`src/rtl/transport_down_fifo.sv`:
```
// Downlink transport FIFO between the DMA AXI-Stream FIFO and the PAICore
// send port, with TX pause gating, end-of-frame done pulse and counters.
module transport_down_fifo #(
  parameter int DATA_W = 64,
  parameter int DEPTH  = 16,
  parameter int CNT_W  = 32
) (
  input  logic                     s_axis_aclk,
  input  logic                     s_axis_areset,
  output logic                     s_axis_tready,
  input  logic [DATA_W-1:0]        s_axis_tdata,
  input  logic                     s_axis_tlast,
  input  logic                     s_axis_tvalid,
  output logic                     s_axis_hsked,
  input  logic                     i_send_available,
  input  logic                     i_tx_enable,
  output logic                     o_send_valid,
  output logic [DATA_W-1:0]        o_send_pdata,
  output logic                     o_tx_done,
  output logic [CNT_W-1:0]         o_word_cnt,
  output logic [CNT_W-1:0]         o_frame_cnt,
  output logic [$clog2(DEPTH):0]   o_fifo_level
);

  localparam int AW = $clog2(DEPTH);
  localparam int LW = AW + 1;
  localparam logic [LW-1:0] FULL = LW'(DEPTH);

  logic [DATA_W:0] mem [DEPTH];
  logic [AW-1:0]   wr_ptr;
  logic [AW-1:0]   rd_ptr;
  logic [LW-1:0]   level;
  logic            wr;
  logic            rd;
  logic            head_last;

  // tready looks only at the registered level, never at PAICore
  assign s_axis_tready = (level != FULL);
  assign wr            = s_axis_tvalid && s_axis_tready;
  assign s_axis_hsked  = wr;

  assign o_send_valid  = (level != '0) && i_tx_enable;
  assign rd            = o_send_valid && i_send_available;
  assign {head_last, o_send_pdata} = mem[rd_ptr];
  assign o_fifo_level  = level;

  always_ff @(posedge s_axis_aclk) begin
    if (wr) mem[wr_ptr] <= {s_axis_tlast, s_axis_tdata};
  end

  always_ff @(posedge s_axis_aclk) begin
    if (s_axis_areset) begin
      wr_ptr      <= '0;
      rd_ptr      <= '0;
      level       <= '0;
      o_tx_done   <= 1'b0;
      o_word_cnt  <= '0;
      o_frame_cnt <= '0;
    end else begin
      if (wr) wr_ptr <= wr_ptr + 1'b1;
      if (rd) rd_ptr <= rd_ptr + 1'b1;
      case ({wr, rd})
        2'b10:   level <= level + 1'b1;
        2'b01:   level <= level - 1'b1;
        default: level <= level;
      endcase
      o_tx_done <= rd && head_last;
      if (rd) o_word_cnt <= o_word_cnt + 1'b1;
      if (rd && head_last) o_frame_cnt <= o_frame_cnt + 1'b1;
    end
  end

endmodule
```
`config.mk`:
```
export PLATFORM = sky130hd
export DESIGN_NAME = transport_down_fifo
export DESIGN_NICKNAME = d
export VERILOG_FILES = /design/src/rtl/transport_down_fifo.sv
export SDC_FILE = /design/constraint.sdc
export NUM_CORES = 1
export LEC_CHECK = 0
export CORE_AREA = 3 3 384 386
export CTS_BUF_LIST = sky130_fd_sc_hd__clkbuf_16
export CTS_CLUSTER_DIAMETER = 40
export DETAILED_ROUTE_END_ITERATION = 6
export DIE_AREA = 0 0 387 389
export GPL_TIMING_DRIVEN = 0
export HOLD_SLACK_MARGIN = 0.08
export PLACE_DENSITY = 0.46
export SLEW_MARGIN = 20
export SYNTH_ARGS = -nofsm -noshare
export SYNTH_HDL_FRONTEND = slang
export SYNTH_SLANG_ARGS = --single-unit
export TNS_END_PERCENT = 50
```
`constraint.sdc`:
```
create_clock -name s_axis_aclk -period 15.8 [get_ports s_axis_aclk]
set_input_delay 1.58 -clock s_axis_aclk [delete_from_list [all_inputs] [get_ports s_axis_aclk]]
set_output_delay 1.58 -clock s_axis_aclk [all_outputs]
set_load 0.05 [all_outputs]
```
# == After elaboration in Yosys (flattened, before gate mapping) ==
# Memories as Yosys holds them, arrays and structs flattened. A register that Yosys moved wholly into a read port is not among the register bits.
# Cells that the tools add are included.
# W data, S select, Z words.
# classes
n_shift,0
add_sub_neg,6
eq_ne,3
n_div,0
reduce_logical,6
n_mux,5
order_cmp,0
mul,0
n_bitwise,0
# ops
op,count
$add A32 B1 Y32 const B,2
$pmux W5 S2,1
$add A4 B1 Y4 const B,2
$mux W4,2
$add A5 B1 Y5 const B,1
$ne A5 B5 Y1 const B,1
$reduce_bool A5 Y1,1
$sub A5 B1 Y5 const B,1
$logic_and A1 B1 Y1,4
$eq A2 B1 Y1 const B,1
$eq A2 B2 Y1 const B,1
$mux W1,2
$reduce_bool A2 Y1,1
# word_totals
latchBits,0
inputBits,70
regBits,78
elab_cells,27
mem_bits_ro,0
n_memories,1
mem_bits_rw,1040
out_inout_bits,137
# mem_list
memory,depth,word_bits,rd,rd_ports_with_merged_regs,wr,line,source
mem,16,65,1,1,1,29,logic [DATA_W:0] mem [DEPTH];

# == Depth between registers and ports, before layout ==
# logic_depth
ltp_word,5
depth_mapped,14
mapped_depth_nobuf,11

# == Worst setup path before layout ==
# Ideal clock, no wire load.
# synth_timing
path_kind,input -> register
startpoint,in s_axis_tvalid
endpoint,"mem mem[3][0] in the netlist's numbering, enable pin"
n_path_buf,0
required_time_ns,15.233
t_arrival_ns,7.505
path_stages,3
slack_ns,7.728
cell_sequence,a21boi_1 nand2_1 nor3_1
# synth_via
elab_chain_cells,3
# synth_rtl
item,line,source
start: declaration,13,"input logic s_axis_tvalid,"
$logic_and A1 B1 Y1,39,assign wr = s_axis_tvalid && s_axis_tready;
$mux W1,48,"if (wr) mem[wr_ptr] <= {s_axis_tlast, s_axis_tdata};"
$mux W1 (not written as such),48,
end: declaration,29,
# No other way between the ends.

==> flow_metrics.tcl <==
set metrics [dict create \
    seq_power_share_pct 42.0 \
    cts.sinks 1122 \
    die-area_um2 150500 \
    ir_worst_vdd_v 0.00008354 \
    power_density_nw_per_um2 142.7 \
    grt_overflow 0 \
    max_freq_mhz 156.6 \
    clockPowerShare_pct 47.7 \
    ctsHoldBuffers 0 \
    dieHeight_um 389 \
    highest_layer "met5" \
    synthDistinctLibCells 52 \
    clk_pin_slew_ps 50 \
    die_w_um 387 \
    arrival_ps 4810 \
    crit_family "buffers and inverters" \
    crit_type "reg -> out" \
    setup-violations-final 0 \
    crit_path_top_delay_cell "clkbuf_1" \
    finalInstanceArea_um2 55250 \
    clock_latency_ps 770 \
    rsz0062_at_grt "no" \
    whs_path_depth 2 \
    met1_length_mm 48.57 \
    ys_seq_area_share_pct 75.92 \
    numCtsBuffers 169 \
    min_path_type "reg -> reg" \
    ys_ff_latch 1122 \
    finish.utilization_pct 38.42 \
    fin_hold_ws_ps 505.1 \
    fin_setup_tns_ps 0 \
    cp.required_ps 14220 \
    grt_max_degree 17 \
    cts.path.max_buffers 3 \
    dpl-instance-area_um2 49440 \
    synth_flop_cell "edfxtp_1" \
    min_period_ps 6387 \
    grt_pass1_wl_mm 168.5 \
    hpwlAfterDp_mm 78.10 \
    p_switching_w 0.001871 \
    drc 0 \
    ff_latch_area_um2 32870 \
    final_cell_mix "edfxtp_1 (1040), mux4_2 (320), clkdlybuf4s50_1 (205)" \
    final_max_slew_viol_count 0 \
    p_int_w 0.006014 \
    ctsResizeCount 0 \
    cts_setup_buffers 0 \
    synthesis.nets 2066 \
    ff2ff_path_depth 14 \
    yosys_warnings 0 \
    crit_fanout 10 \
    cp.depth 6 \
    outcome "finished, final reports clean" \
    dr.pass1.iters 5 \
    cts-root-buf "clkbuf_16" \
    layout_commonest_cell "edfxtp_1" \
    drt_wl_total_mm 117.5 \
    critPathMostFrequentCell "clkbuf_1" \
    netlist_instances 1985 \
    slew_headroom_pct 30.79 \
    synth_edf_count 1040 \
    cp-end-kind "output port" \
    period_share_pct 40.42 \
    drv_cap 0 \
    vias_per_cell 4.886 \
    cts_tree "yes" \
    share_comb_of_total_power_pct 10.3 \
    grt_pass1_vias 23500 \
    p_sw_share_pct 23.72 \
    port_buffers 205 \
    fp-row-count 139 \
    start_util_pct 30.10 \
    ys_async_sr_fraction_pct 0 \
    multi_input_area_um2 10020 \
    track_usage_pct 15.57 \
    synth_area_per_cell_um2 21.81 \
    route.met3.wl_mm 7.311 \
    nets 2544 \
    route.met2.wl_mm 59.29 \
    slowest_delay_ps 800 \
    p_leak_nw 17.15 \
    fill_cells 12900 \
    crit_chain "clkbuf_1 > clkbuf_1 > clkbuf_1 > mux4_2 > mux4_2 > clkdlybuf4s50_1" \
    netlist_area_um2 43300 \
    vias 22030 \
    syn_to_final_growth_pct 27.62 \
    path_buf_inv 4 \
    wire_per_inst_um 26.06 \
    antenna_found_initial 19 \
    drtAntennaViolNets 0 \
    io-pin-count 207 \
    first_iter_violations 1695 \
    core_area_um2 143800 \
    critPathLaunchType "flip-flop" \
    layout-drive-gt1-share_pct 30.23 \
    finalHoldViolCount 0 \
    globalplace.congestion 0.7900 \
    htreeDepth 4 \
    finClkSkew_ps 24.95 \
    worst_slew_pin_slew_ps 1038 \
]
==> path summary, 6_finish.rpt <==
path                                      start          endpoint  slack, ps
worst min register to register        rd_ptr[1]         rd_ptr[1]        510
worst max-delay path                  flip-flop  o_send_pdata[34]       9410
worst min-delay path                  rd_ptr[1]         rd_ptr[1]        510
worst max register to register  o_fifo_level[1]   o_fifo_level[4]      12120
==> cells in the mapped netlist (3+ instances only) <==
cell | count | area share, %
dfxtp_1 | 82 | 3.8
xnor2_1 | 13 | 0.26
a21oi_1 | 43 | 0.50
edfxtp_1 | 1040 | 72
a211oi_1 | 7 | 0.12
ha_1 | 11 | 0.32
nand2_1 | 28 | 0.24
clkbuf_1 | 64 | 0.55
inv_1 | 17 | 0.15
nor3_1 | 12 | 0.14
a2111oi_2 | 6 | 0.21
nand4_1 | 21 | 0.30
mux2_1 | 8 | 0.21
and4_1 | 6 | 0.12
mux4_2 | 320 | 17
mux2_2 | 22 | 0.57
nand3_1 | 25 | 0.29
and2_1 | 3 | 0.043
nor2b_1 | 33 | 0.48
xor2_1 | 9 | 0.18
nor2_1 | 75 | 0.65
nor4_1 | 5 | 0.072
a21boi_0 | 3 | 0.052
or3_1 | 21 | 0.30
buf_1 | 27 | 0.23
or4_1 | 3 | 0.052
buf_2 | 14 | 0.16
o21ai_0 | 22 | 0.25
and3_1 | 4 | 0.058
mux2i_1 | 7 | 0.16
nand2b_1 | 4 | 0.058
==> state kept, by name, indices dropped and copies added (netlist names), named ones only <==
name,count
mem,1040
o_fifo_level,5
o_frame_cnt,32
o_tx_done,1
o_word_cnt,32
rd_ptr,4
wr_ptr,4
==> metal layers <==
metal / global-route usage [%] / up-vias
met5: 0 / -
li1: - / 9364
met1: 19.84 / 11840
met2: 26.52 / 645
met4: 4.156 / 6
met3: 3.839 / 172
==> power by group through the flow <==
stage	Clock, W	Combinational (W)	Sequential, W
floorplan	0	0.000505	0.00338
global placement	0	0.000809	0.00338
detailed placement	0	0.000836	0.00337
CTS	0.00385	0.000841	0.00331
global route	0.00398	0.000870	0.00331
finish	0.00376	0.000816	0.00331
==> tightest hold or removal path, delay by kind of cell, from the launching register on <==
kind,cells,cell delay (ps)
and+or+nand+nor,1,60
AOI/OAI and AO/OA,1,70
DFF,1,320
==> logic make-up after synthesis <==
kind of cell / count (synthesis) / share of synthesized area [%]
fa+ha+maj: 11 / 0.3179
compound gates: 99 / 1.572
buf+inv: 126 / 1.185
simple gates: 248 / 2.968
xor+xnor: 22 / 0.4451
flops: 1122 / 75.92
mux: 357 / 17.59
==> cell type report <==
type                            instances  share of cell area (%)
Antenna cell                            9                 0.04076
Clock inverter                        132                   2.640
Sequential cell                      1122                   59.49
Timing Repair Buffer                  307                   6.553
Clock buffer                          173                   7.835
Multi-Input combinational cell        737                   18.14
Inverter                               17                  0.1155
Tap cell                             1903                   4.309
Buffer                                109                  0.8786
==> metrics by stage <==
stage | power, W | setup WS [ps] | cells
after global placement | 0.004193 | 690.9 | 4093
after global routing | 0.008163 | 9255 | 4500
after floorplan | 0.003890 | 7728 | 1985
after CTS | 0.008000 | 9020 | 4500
final | 0.007885 | 9413 | 4509
after detailed placement | 0.004206 | 9895 | 4195
No activity file was read; power rests on OpenSTA's default activity.
